--- src/rtl/rom_scan_pkg.sv ---
// Shared constants and FSM encoding for the ROM scan controller.
// Optional abort input is built when ROM_SCAN_ABORT_EN is defined.
package rom_scan_pkg;

  localparam int ADDR_W_DEF = 3;
  localparam int DATA_W_DEF = 4;
  localparam int FIFO_DEPTH = 4;
  localparam int FIFO_PW    = $clog2(FIFO_DEPTH);
  localparam int FIFO_CW    = FIFO_PW + 1;

  typedef enum logic [1:0] {
    S_IDLE,
    S_RUN,
    S_DRAIN
  } state_t;

endpackage

--- src/rtl/rom_scan_fifo.sv ---
// Small output FIFO for scanned ROM words.
// Clear has priority over write and read.
module rom_scan_fifo
  import rom_scan_pkg::*;
#(
  parameter int W = 5
) (
  input  logic               clk,
  input  logic               rst_n,
  input  logic               clr,
  input  logic               wr_en,
  input  logic [W-1:0]       wr_data,
  input  logic               rd_en,
  output logic [W-1:0]       rd_data,
  output logic [FIFO_CW-1:0] count,
  output logic               full,
  output logic               empty
);

  logic [W-1:0]       mem [FIFO_DEPTH];
  logic [FIFO_PW-1:0] wp;
  logic [FIFO_PW-1:0] rp;
  logic               wr;
  logic               rd;

  assign empty   = (count == '0);
  assign full    = (count == FIFO_CW'(FIFO_DEPTH));
  assign wr      = wr_en && !full;
  assign rd      = rd_en && !empty;
  assign rd_data = mem[rp];

  always_ff @(posedge clk or negedge rst_n) begin
    if (!rst_n) begin
      wp    <= '0;
      rp    <= '0;
      count <= '0;
      for (int i = 0; i < FIFO_DEPTH; i++)
        mem[i] <= '0;
    end else if (clr) begin
      wp    <= '0;
      rp    <= '0;
      count <= '0;
    end else begin
      if (wr) begin
        mem[wp] <= wr_data;
        wp      <= wp + FIFO_PW'(1);
      end
      if (rd)
        rp <= rp + FIFO_PW'(1);
      unique case ({wr, rd})
        2'b10:   count <= count + FIFO_CW'(1);
        2'b01:   count <= count - FIFO_CW'(1);
        default: count <= count;
      endcase
    end
  end

endmodule

--- src/rtl/rom_scan_ctrl.sv ---
// Scans a window of a synchronous ROM into a ready/valid stream.
// Define ROM_SCAN_ABORT_EN to add the abort input.
module rom_scan_ctrl
  import rom_scan_pkg::*;
#(
  parameter int ADDR_W = ADDR_W_DEF,
  parameter int DATA_W = DATA_W_DEF
) (
  input  logic              clk,
  input  logic              rst_n,
  input  logic              start,
  input  logic [ADDR_W-1:0] base_addr,
  input  logic [ADDR_W:0]   len,
  output logic [ADDR_W-1:0] rom_addr,
  input  logic [DATA_W-1:0] rom_data,
  output logic              out_valid,
  input  logic              out_ready,
  output logic [DATA_W-1:0] out_data,
  output logic              out_last,
  output logic              busy,
`ifdef ROM_SCAN_ABORT_EN
  output logic              done,
  input  logic              abort
`else
  output logic              done
`endif
);

  localparam logic [ADDR_W:0] CNT_ONE = (ADDR_W+1)'(1);

  state_t              state;
  logic [ADDR_W:0]     len_q;
  logic [ADDR_W:0]     cnt;
  logic [ADDR_W-1:0]   next_addr;
  logic                v1;
  logic                v2;
  logic                l1;
  logic                l2;
  logic [FIFO_CW-1:0]  fcount;
  logic                full;
  logic                empty;
  logic [DATA_W:0]     head;
  logic [3:0]          occ;
  logic                issue;
  logic                last_issue;
  logic                pop;
  logic                flush;
  logic                drain_done;

`ifdef ROM_SCAN_ABORT_EN
  assign flush = abort && (state != S_IDLE);
`else
  assign flush = 1'b0;
`endif

  // Words in the FIFO plus reads still in the ROM pipeline.
  assign occ = 4'(fcount) + {3'b0, v1} + {3'b0, v2};

  assign issue      = (state == S_RUN) && (occ < 4'(FIFO_DEPTH)) && !full;
  assign last_issue = issue && ((cnt + CNT_ONE) == len_q);
  assign pop        = out_valid && out_ready;

  // Finish on the edge that empties the FIFO so done follows the last word.
  assign drain_done = !v1 && !v2 &&
                      (empty || ((fcount == FIFO_CW'(1)) && pop));

  assign out_valid = !empty;
  assign out_data  = head[DATA_W-1:0];
  assign out_last  = head[DATA_W] && !empty;

  rom_scan_fifo #(
    .W (DATA_W + 1)
  ) u_fifo (
    .clk     (clk),
    .rst_n   (rst_n),
    .clr     (flush),
    .wr_en   (v2),
    .wr_data ({l2, rom_data}),
    .rd_en   (pop),
    .rd_data (head),
    .count   (fcount),
    .full    (full),
    .empty   (empty)
  );

  always_ff @(posedge clk or negedge rst_n) begin
    if (!rst_n) begin
      state     <= S_IDLE;
      rom_addr  <= '0;
      next_addr <= '0;
      len_q     <= '0;
      cnt       <= '0;
      v1        <= 1'b0;
      v2        <= 1'b0;
      l1        <= 1'b0;
      l2        <= 1'b0;
      busy      <= 1'b0;
      done      <= 1'b0;
    end else begin
      done <= 1'b0;
      v1   <= issue && !flush;
      l1   <= last_issue;
      v2   <= v1 && !flush;
      l2   <= l1;
      if (issue && !flush) begin
        rom_addr  <= next_addr;
        next_addr <= next_addr + ADDR_W'(1);
        cnt       <= cnt + CNT_ONE;
      end
      unique case (state)
        S_IDLE: begin
          if (start) begin
            if (len == '0) begin
              done <= 1'b1;
            end else begin
              state     <= S_RUN;
              busy      <= 1'b1;
              len_q     <= len;
              cnt       <= '0;
              next_addr <= base_addr;
            end
          end
        end
        S_RUN: begin
          if (last_issue)
            state <= S_DRAIN;
        end
        S_DRAIN: begin
          if (drain_done) begin
            state <= S_IDLE;
            busy  <= 1'b0;
            done  <= 1'b1;
          end
        end
        default: state <= S_IDLE;
      endcase
      if (flush) begin
        state <= S_IDLE;
        busy  <= 1'b0;
        done  <= 1'b1;
      end
    end
  end

endmodule

--- config.mk ---
export PLATFORM = sky130hd
export DESIGN_NAME = rom_scan_ctrl
export DESIGN_NICKNAME = d
export VERILOG_FILES = /design/src/rtl/rom_scan_pkg.sv /design/src/rtl/rom_scan_fifo.sv /design/src/rtl/rom_scan_ctrl.sv
export SDC_FILE = /design/constraint.sdc
export NUM_CORES = 1
export LEC_CHECK = 0
export ABC_CLOCK_PERIOD_IN_PS = 2600
export CORE_UTILIZATION = 55
export DETAILED_ROUTE_END_ITERATION = 10
export PLACE_DENSITY = 0.84
export SYNTH_ARGS = -nofsm -noshare
export SYNTH_HDL_FRONTEND = slang
export SYNTH_SLANG_ARGS = --single-unit
--- constraint.sdc ---
create_clock -name clk -period 2.6 [get_ports clk]
set_clock_uncertainty 0.2 [all_clocks]
set_input_delay 0.52 -clock clk [delete_from_list [all_inputs] [get_ports clk]]
set_output_delay 0.52 -clock clk [all_outputs]
set_load 0.005 [all_outputs]
==> results.txt, run 1 <==
Yosys reg bits: 49
Starting DRT DRC Count: 65
Clock Sinks: 49
Die area: 0.00441 mm²
Vias in the first global route: 1401
Max-slew headroom: 64.9%
Starting Density: 57.1%
Vias per std cell: 5.34
Critical path's slowest cell: clkdlybuf4s50_1
Maximum vdd ir drop: 0.000596 V
Via count: 1446
Synthesized cell area: 0.00228 mm²
Synth top area cells: dfrtp_1 54%, mux2_2 9.9%, ha_1 6.6%
Mapped Avg Cell Area: 12.3 µm²
Post-synthesis sequential area ratio: 53.7%
Post-Synthesis Cells: 185
Detail Placement HPWL: 2690 µm
# DRC: 0
Most frequent cell after synthesis: dfrtp_1
Least-Margin Pin Slew: 0.521 ns
Longest Clk Path Bufs: 2
Seq pwr share: 42.7%
Tmin final: 2.35 ns
Core ar.: 0.00400 mm²
Main synth FF type: dfrtp_1
Die W: 66.4 µm
Antenna-violating nets left: 0
Crit Path Max Fanout: 5
Sw Share: 34.2%
Final setup TNS: 0 ns
RSZ-0062 raised after global routing: no
Fmax: 0.426 GHz
DRT Wirelength: 3760 µm
Final Hold Fails: 0
Reg2Reg Depth: 5
Layout fillers: 306
Overall Global Routing Usage: 19.6%
WHS: 0.154 ns
Max-cap violations: 0
Chip height: 66.4 µm
Worst Hold Path Cells: 0
# IOs: 26
Crit. End Element: primary output
Drt wl/cell: 13.9 µm
TritonCTS clock tree: done
Post-synth top cells: 49 x dfrtp_1, 36 x nand2_1, 20 x mux2_2, 12 x ha_1, 7 x xnor2_1
Antenna violations before repair: 0
Clock power share: 13.0%
FFs w/ async S/R, synth: 100%
Synth-to-layout area growth: 19.6%
Switch Pwr: 0.00112 W
PD cells: 1200 mW/mm²
Grt total ovfl: 0
Number of CTS-inserted buffers: 5
Global-route wire length before repair: 6260 µm
Total number of yosys warnings: 0
CTS clk-pin slew, worst paths: 0.09 ns
Final number of setup-violating endpoints: 0
Final count of pins violating max slew: 0
Gp weighted congestion: 0.777
Status: finished clean
Slowest stage delay, CP: 0.51 ns
Worst skew pair latency: 0.30 ns
Critical Path Source Type: flop
Leak: 1.30 nW
Yosys top cell area share: 53.7%
WP data required: 1.88 ns
Int Pwr: 0.00216 W
CTS H-tree depth: 2
CTS root buffer: clkbuf_8
Drt pass-1 iters: 4
Nets: 247
Number of diodes: 0
Port bufs: 25
Synth area leader: dfrtp_1
CP arrival: 1.63 ns
Synthesized Nets: 212
Final critical-path share of the clock period: 90.3%
Layout cells sized above 1: 21.3%
CP cell instances: inv_1 -> ha_2 -> nand2b_1 -> clkdlybuf4s50_1
Hold WC Path Type: flop to flop
Critical path type: flop to primary output
Gate power share: 44.2%
Post-synth EDFFs: 0
Library cells used by synthesis: 34
Row count: 23
Largest net degree at the start of global routing: 24
cells in the final DEF (no fill, tap or decap), types with 6 or more instances in the layout:
cell	count
inv_1	6
dfrtp_1	48
xnor2_1	7
clkdlybuf4s50_1	19
ha_1	11
a21oi_1	6
mux2_2	20
nand2_1	36
flip-flops by register name, indices dropped and copies added, names as in the netlist, 2 cells and up:
| name | cells |
|---|---|
| rom_addr | 3 |
| len_q | 4 |
| next_addr | 3 |
| state | 2 |
| u_fifo.count | 3 |
| u_fifo.mem | 20 |
| u_fifo.rp | 2 |
| cnt | 4 |
| u_fifo.wp | 2 |
metal layers:
layer	up-vias	part of all wire (%)	GRT usage (%)	routed length, µm
met5	-	0	0	0
met4	0	1.6	7.18	59
met3	6	3.3	6.03	125
met2	22	50	33.8	1890
met1	708	45	22.8	1680
li1	710	-	-	-
cell families (layout without fill, tap and decap cells):
family,count (synthesis),in the layout,share of synthesized area [%]
flip-flops,49,49,53.7
multiplexers,27,27,15.7
adder cells (fa/ha/maj),12,12,6.58
AND/OR/NAND/NOR,58,58,12.3
buffers and inverters,11,47,2.03
AO/OA/AOI/OAI,16,16,4.44
XOR/XNOR,12,12,5.21
power groups by stage:
stage	logic [W]	clock network, W	registers (W)
final	0.00145	0.000427	0.00140
after global placement	0.00141	0	0.00140
after global routing	0.00163	0.000474	0.00145
after detailed placement	0.00145	0	0.00142
after floorplan	0.00107	0	0.00132
after CTS	0.00147	0.000442	0.00140
metrics by stage:
step                power (W)  std cells  cell area (µm²)  utilization [%]  worst slack [ns]
floorplan             0.00239        185             2280                -             0.621
global route          0.00356        271             2730             68.2             0.158
CTS                   0.00332        270             2700             67.5            0.0121
finish                0.00328        271             2730             68.2             0.253
detailed placement    0.00287        260             2600             65.0             0.149
global placement      0.00280        260             2600             65.0             0.185
critical path, delay by kind of cell, from the launching register on:
kind	cells	cell delay, ns
adder cells (fa/ha/maj)	1	0.21
flip-flops	1	0.42
AND/OR/NAND/NOR	1	0.11
buffers and inverters	2	0.60
layout make-up:
cell class | count | area [µm²] | area share, %
clock inverters | 2 | 10.0 | 0.367
clock buffers | 6 | 72.6 | 2.66
flip-flops and latches | 49 | 1230 | 45.0
inverters | 7 | 27.5 | 1.01
well taps | 50 | 62.6 | 2.29
repair buffers | 32 | 317 | 11.6
multi-input cells | 125 | 1010 | 37.1
worst paths after layout:
kind	from	to	slack (ns)
max reg2reg	u_fifo.count[0]	cnt[3]	0.35
max	u_fifo.count[0]	out_valid	0.25
max in group asynchronous	rst_n	u_fifo.count[0]	1.09
min reg2reg	l1	l2	0.15
min in group asynchronous	rst_n	u_fifo.rp[1]	0.51
min	l1	l2	0.15
repair_timing:
item	4_1_cts	5_1_grt
gates resized for setup	0	8
endpoints found under the hold margin	21	0
endpoints found under the setup margin	4	5
hold buffers	1	0
buffers inserted	1	1
Note: power is estimated with default switching activity, not from simulation.
==> run 2: changes to the inputs <==
--- a/config.mk
+++ b/config.mk
@@ -6,9 +6,10 @@
 export NUM_CORES = 1
 export LEC_CHECK = 0
 export ABC_CLOCK_PERIOD_IN_PS = 2600
-export CORE_UTILIZATION = 55
+export CORE_UTILIZATION = 57
 export DETAILED_ROUTE_END_ITERATION = 10
-export PLACE_DENSITY = 0.84
+export PLACE_DENSITY = 0.86
 export SYNTH_ARGS = -nofsm -noshare
 export SYNTH_HDL_FRONTEND = slang
+export SYNTH_HIERARCHICAL = 1
 export SYNTH_SLANG_ARGS = --single-unit
==> run 2 against run 1 <==
Flip-flop and latch count unchanged. Global-route usage increased by 1.5 points. Highest routed layer unchanged. Non-clock buffer count increased by 4. Via count increased by 13%. Clock power increased by 9.8%. Hold slack improved by 0.013 ns. Routed wire length increased by 23%.
==> results.txt, run 2 <==
Status: finished clean
CP delay by family, top: buffers and inverters
Layout fillers: 312 (+2.0%)
Synth area leader: dfrtp_1
Number of diodes: 0 (unchanged)
Count of buffer and inverter cells on the critical path: 2 (unchanged)
Post-synth top cells: 49 x dfrtp_1, 23 x nand2_1, 20 x mux2_4, 11 x nor2_1, 8 x inv_1
Critical Path Source Type: flop
Max-slew headroom: 41.2% (-24 points)
Leak: 1.43 nW (+10%)
Vias per std cell: 5.55 (+4.1%)
CP cell instances: buf_6 -> mux4_2 -> clkdlybuf4s50_1
Die area: 0.00493 mm² (+12%)
Nets: 264 (+6.9%)
WP data required: 1.88 ns (about the same)
Yosys top cell area share: 46.3% (-7.5 points)
Global-route wire length before repair: 8000 µm (+28%)
Yosys reg bits: 49 (unchanged)
Fmax: 0.395 GHz (-7.2%)
Largest net degree at the start of global routing: 24 (unchanged)
Hold WC Path Type: flop to flop
Post-placement worst setup slack: 0.110 ns (-0.0394 ns)
Post-synthesis sequential area ratio: 46.3% (-7.5 points)
Port bufs: 25 (unchanged)
Gp weighted congestion: 0.800 (+3.0%)
Row count: 24 (+4.3%)
Critical path's slowest cell: mux4_2
FF+latch area: 0.00123 mm² (unchanged)
Final critical-path share of the clock period: 97.3% (+7.0 points)
CTS clk-pin slew, worst paths: 0.09 ns (about the same)
Final setup TNS: 0 ns (unchanged)
Tmin final: 2.53 ns (+0.183 ns)
Max-cap violations: 0 (unchanged)
Worst skew pair latency: 0.31 ns (about the same)
Drt wl/cell: 15.7 µm (+14%)
Layout cells sized above 1: 26.4% (+5.2 points)
Multi-input gate area: 0.00132 mm² (+30%)
Final count of pins violating max slew: 0 (unchanged)
Max reg flops: 20 (unchanged)
Library cells used by synthesis: 50 (+47%)
Mapped Avg Cell Area: 12.6 µm² (+2.3%)
PD cells: 1170 mW/mm² (-2.7%)
Total number of yosys warnings: 6 (+6)
Antenna violations before repair: 0 (unchanged)
Most frequent cell after synthesis: dfrtp_1
Most common cell after layout, fill and taps aside: dfrtp_1
Worst setup margin: 0.0700 ns (-0.183 ns)
Via count: 1633 (+13%)
Critical path type: flop to primary output
Longest Clk Path Bufs: 2 (unchanged)
CP arrival: 1.81 ns (+0.18 ns)
Grt total ovfl: 0 (unchanged)
Drt pass-1 iters: 4 (unchanged)
Clock Sinks: 49 (unchanged)
Synthesized Nets: 233 (+9.9%)
Total Power: 0.00359 W (+9.5%)
Reg with most FFs: u_fifo/mem
Die W: 70.2 µm (+5.7%)
CTS root buffer: clkbuf_8
Antenna-violating nets left: 0 (unchanged)
Synth top area cells: dfrtp_1 46%, mux2_4 11%, mux4_2 4.2%
Post-route insts no fill: 294 (+8.5%)
RSZ-0062 raised after global routing: no
Least-Margin Pin Slew: 0.880 ns (+0.359 ns)
Maximum vdd ir drop: 0.000535 V (-10%)
Vias in the first global route: 1692 (+21%)
Starting Density: 60.0% (+3.0 points)
Largest regs: u_fifo/mem (20), cnt (4), len_q (4)
Synth-to-layout area growth: 15.9%
TritonCTS clock tree: done
# IOs: 26 (unchanged)
Overall Global Routing Usage: 21.1% (+1.5 points)
WHS: 0.168 ns (+0.0133 ns)
Slowest stage delay, CP: 0.50 ns (about the same)
Crit. End Element: primary output
FFs w/ async S/R, synth: 100% (unchanged)
Crit Path Max Fanout: 4 (-1)
DRT Wirelength: 4630 µm (+23%)
Most frequent cells in the layout: 48 x dfrtp_1, 23 x nand2_1, 23 x clkdlybuf4s50_1
Core ar.: 0.00441 mm² (+10%)
Chip height: 70.2 µm (+5.7%)
Detail Placement HPWL: 3430 µm (+27%)
CTS H-tree depth: 2 (unchanged)
Placed insts: 284 (+9.2%)
Number of CTS-inserted buffers: 5 (unchanged)
Starting DRT DRC Count: 46 (-29%)
# DRC: 0 (unchanged)
Final Hold Fails: 0 (unchanged)
Synthesized cell area: 0.00265 mm² (+16%)
Final number of setup-violating endpoints: 0 (unchanged)
Main synth FF type: dfrtp_1
Post-synth EDFFs: 0 (unchanged)
Post-Synthesis Cells: 210 (+14%)
==> run 2: cell families after synthesis <==
kind of cell / count (synthesis) / synth area share, %
fa+ha+maj: 8 / 4.06
compound gates: 28 / 7.13
xor+xnor: 12 / 3.97
other cells: 1 / 0.142
simple gates: 59 / 15.1
mux: 33 / 18.8
buf+inv: 20 / 4.53
flops: 49 / 46.3
==> run 2: final timing paths <==
| check | depth (start not counted) | startpoint | slack [ns] | end |
|---|---|---|---|---|
| worst min-delay path | 0 | l1 | 0.17 | l2 |
| max in group asynchronous | 3 | rst_n | 1.08 | l2 |
| min in group asynchronous | 2 | rst_n | 0.51 | u_fifo/mem[11] |
| worst max register to register | 9 | u_fifo/count[0] | 0.21 | u_fifo/count[1] |
| worst min register to register | 0 | l1 | 0.17 | l2 |
| worst max-delay path | 3 | u_fifo/rp[0] | 0.07 | out_data[3] |
==> run 2: per-stage QoR <==
step | util, % | instance area [µm²]
floorplan | - | 2670
global placement | 66.9 | 2950
detailed placement | 66.9 | 2950
CTS | 69.4 | 3060
global route | 69.6 | 3070
finish | 69.6 | 3070
==> run 2: power breakdown <==
part	total (W)	internal, W	switching (W)	leakage, nW
logic	0.00178	0.000987	0.000788	0.774
registers	0.00135	0.00109	0.000260	0.614
clock network	0.000469	0.000196	0.000273	0.0452
total	0.00359	0.00227	0.00132	1.43
==> run 2: routing by layer <==
metal	routed length [µm]	vias up	share of wire [%]	GRT usage, %
li1	-	794	-	-
met1	2130	793	46	28.0
met2	2270	37	49	34.6
met3	145	9	3.1	3.61
met4	83	0	1.8	8.44
met5	0	-	0	0
==> run 2: cell type report <==
type,instances,area share (%)
multi-input cells,141,42.9
clock inverters,3,0.815
repair buffers,36,11.0
inverters,8,0.978
flip-flops and latches,49,40.0
clock buffers,5,2.24
well taps,52,2.12
==> run 2: worst register-to-register path, stage by stage, from the launching register on <==
cell       delay [ns]
dfrtp_1          0.38
or2_2            0.35
nor2_4           0.17
nor2b_1          0.09
o31ai_1          0.12
nor2_1           0.10
fa_1             0.49
inv_1            0.06
a2111oi_2        0.22
o21a_1           0.16
==> run 2: timing repair <==
| item | CTS | global route |
|---|---|---|
| setup buffers | 1 | 0 |
| endpoints found under the hold margin | 21 | 0 |
| endpoints found under the setup margin | 5 | 3 |
| hold buffers | 1 | 0 |
| resized for setup | 1 | 2 |
==> run 3: changes to the inputs <==
--- a/config.mk
+++ b/config.mk
@@ -6,6 +6,7 @@
 export NUM_CORES = 1
 export LEC_CHECK = 0
 export ABC_CLOCK_PERIOD_IN_PS = 2600
+export CORE_ASPECT_RATIO = 0.6
 export CORE_UTILIZATION = 57
 export DETAILED_ROUTE_END_ITERATION = 10
 export PLACE_DENSITY = 0.86
==> run 3 against run 2 <==
Sequential share of layout area decreased by 0.42 points. Largest cell class unchanged. Critical endpoint is now out_data[1]. Highest routed layer unchanged. Register-to-register slack improved by 0.06 ns. Maximum frequency decreased by 0.20%. Hold slack improved by 0.025 ns. Setup slack got worse by 0.0050 ns. Largest power group unchanged.
==> results.txt, run 3 (synthesis gave the netlist of run 2 again) <==
Final count of pins violating max slew: 0 (unchanged)
Vias per std cell: 5.57 (+0.33%)
Post-Route M1 WL: 2570 µm (+21%)
Final setup TNS: 0 ns (unchanged)
Critical Path Source Type: flop
Synth-to-layout area growth: 17.1%
Reg-to-reg startpoint: u_fifo/count[0]
Starting DRT DRC Count: 112 (+140%)
Global-route wire length before repair: 8130 µm (+1.5%)
Max-slew headroom: 40.3% (-0.92 points)
Crit Path Max Fanout: 4 (unchanged)
Max reg flops: 20 (unchanged)
Chip height: 54.8 µm (-22%)
Top sig layer: met4
PD cells: 1200 mW/mm² (+2.6%)
FF-to-FF setup slack: 0.27 ns (+0.06 ns)
CTS H-tree depth: 2 (unchanged)
Antenna violations before repair: 0 (unchanged)
Final Hold Fails: 0 (unchanged)
Fmax: 0.394 GHz (-0.20%)
FF+latch area: 0.00123 mm² (unchanged)
Grt total ovfl: 0 (unchanged)
DRT Wirelength: 5060 µm (+9.2%)
# DRC: 0 (unchanged)
Worst skew pair latency: 0.31 ns (about the same)
Reg2Reg Depth: 9 (unchanged)
Crit path capture: out_data[1]
Clock Sinks: 49 (unchanged)
Seq pwr share: 36.6% (-0.9 points)
Int Pwr: 0.00239 W (+5.2%)
Multi-input gate area: 0.00132 mm² (unchanged)
Port bufs: 25 (unchanged)
Row count: 18 (-25%)
Antenna-violating nets left: 0 (unchanged)
Critical path startpoint: u_fifo/rp[0]
Largest net degree at the start of global routing: 21 (-13%)
Number of diodes: 0 (unchanged)
Reg2reg end: u_fifo/count[2]
Longest Clk Path Bufs: 2 (unchanged)
Drt pass-1 iters: 4 (unchanged)
Least-Margin Pin Slew: 0.894 ns (+0.0138 ns)
TritonCTS clock tree: done
Nets: 264 (unchanged)
Sw Share: 35.8% (-0.95 points)
Starting Density: 61.9% (+1.9 points)
Crit. End Element: primary output
Gate power share: 48.2% (-1.3 points)
Critical path type: flop to primary output
Final number of setup-violating endpoints: 0 (unchanged)
# IOs: 26 (unchanged)
CTS root buffer: clkbuf_8
Core ar.: 0.00428 mm² (-3.1%)
Status: finished clean
Via count: 1683 (+3.1%)
Most common cell after layout, fill and taps aside: dfrtp_1
Layout Utilization: 72.5% (+3.0 points)
Die W: 90.0 µm (+28%)
Switch Pwr: 0.00133 W (+1.0%)
Layout cells sized above 1: 26.0% (-0.41 points)
Drt wl/cell: 16.7 µm (+6.3%)
Hold WC Path Type: flop to flop
Layout fillers: 298 (-4.5%)
WP data required: 1.88 ns (about the same)
Maximum vdd ir drop: 0.000526 V (-1.7%)
Largest regs: u_fifo/mem (20), cnt (4), len_q (4)
Overall Global Routing Usage: 22.7% (+1.6 points)
CTS clk-pin slew, worst paths: 0.09 ns (about the same)
Final critical-path share of the clock period: 97.5% (+0.19 points)
Max-cap violations: 0 (unchanged)
Gp weighted congestion: 0.792 (-1.0%)
Detail Placement HPWL: 3510 µm (+2.3%)
Routed met3 length: 313 µm (+120%)
Vias in the first global route: 1516 (-10%)
Clock power share: 15.2% (+2.1 points)
Most frequent cells in the layout: 48 x dfrtp_1, 23 x nand2_1, 23 x clkdlybuf4s50_1
Die area: 0.00493 mm² (+0.18%)
RSZ-0062 raised after global routing: no
Met2 WL: 2110 µm (-7.3%)
Number of CTS-inserted buffers: 5 (unchanged)
Reg with most FFs: u_fifo/mem
Leak: 1.45 nW (+0.93%)
Tmin final: 2.54 ns (+0.00504 ns)
CP arrival: 1.82 ns (about the same)
-- run 3: cell count changes in the layout (fill, tap and decap cells not counted) --
cell / change
clkbuf_8: +1
bufinv_16: +1
clkbuf_1: +1
clkinvlp_4: -1
inv_6: -2
-- run 3: through the flow --
| stage | setup WS (ns) | total power, W | hold WS (ns) | area (µm²) | instances |
|---|---|---|---|---|---|
| after floorplan | 0.0527 | 0.00271 | 0.0244 | 2670 | 210 |
| after global placement | 0.187 | 0.00304 | 0.153 | 2960 | 292 |
| after detailed placement | 0.110 | 0.00312 | 0.157 | 2960 | 292 |
| after CTS | 0.00409 | 0.00372 | 0.186 | 3090 | 301 |
| after global routing | 0.00148 | 0.00396 | 0.207 | 3100 | 302 |
| final | 0.0649 | 0.00372 | 0.193 | 3100 | 302 |
-- run 3: final cells by class --
cell class / instances / area share (%)
clock buffers: 7 / 2.78
repair buffers: 36 / 10.8
well taps: 60 / 2.42
flip-flops and latches: 49 / 39.6
clock inverters: 1 / 0.968
multi-input cells: 141 / 42.5
inverters: 8 / 0.968
-- run 3: repair_timing --
action / 4_1_cts / 5_1_grt
setup endpoints to repair: 5 / 5
endpoints found under the hold margin: 18 / 0
buffers inserted: 0 / 1
hold buffers: 1 / 0
pin swaps: 0 / 0
gates resized for setup: 1 / 2
-- run 3: routing by layer --
layer	vias up	GRT usage, %
met1	818	33.7
li1	796	-
met5	-	0
met2	60	32.2
met4	0	7.26
met3	9	6.39
-- run 3: power by group through the flow --
stage | logic [W] | registers [W] | clock network [W]
2_1_floorplan | 0.00142 | 0.00129 | 0
3_3_place_gp | 0.00169 | 0.00135 | 0
3_5_place_dp | 0.00175 | 0.00137 | 0
4_1_cts | 0.00179 | 0.00136 | 0.000572
5_1_grt | 0.00196 | 0.00141 | 0.000597
6_report | 0.00179 | 0.00136 | 0.000567
-- run 3: worst min-delay path by stage --
stage	from	endpoint	slack, ns	cells after the start
global placement	l1	l2	0.15	0
finish	l1	l2	0.19	0
detailed placement	l1	l2	0.16	0
floorplan	rst_n	busy	0.02	0
CTS	l1	l2	0.19	0
global route	l1	l2	0.21	0
-- run 3: critical path: stages, from the launching register on --
cell	delay, ns
dfrtp_2	0.42
buf_6	0.14
mux4_2	0.50
clkdlybuf4s50_1	0.45
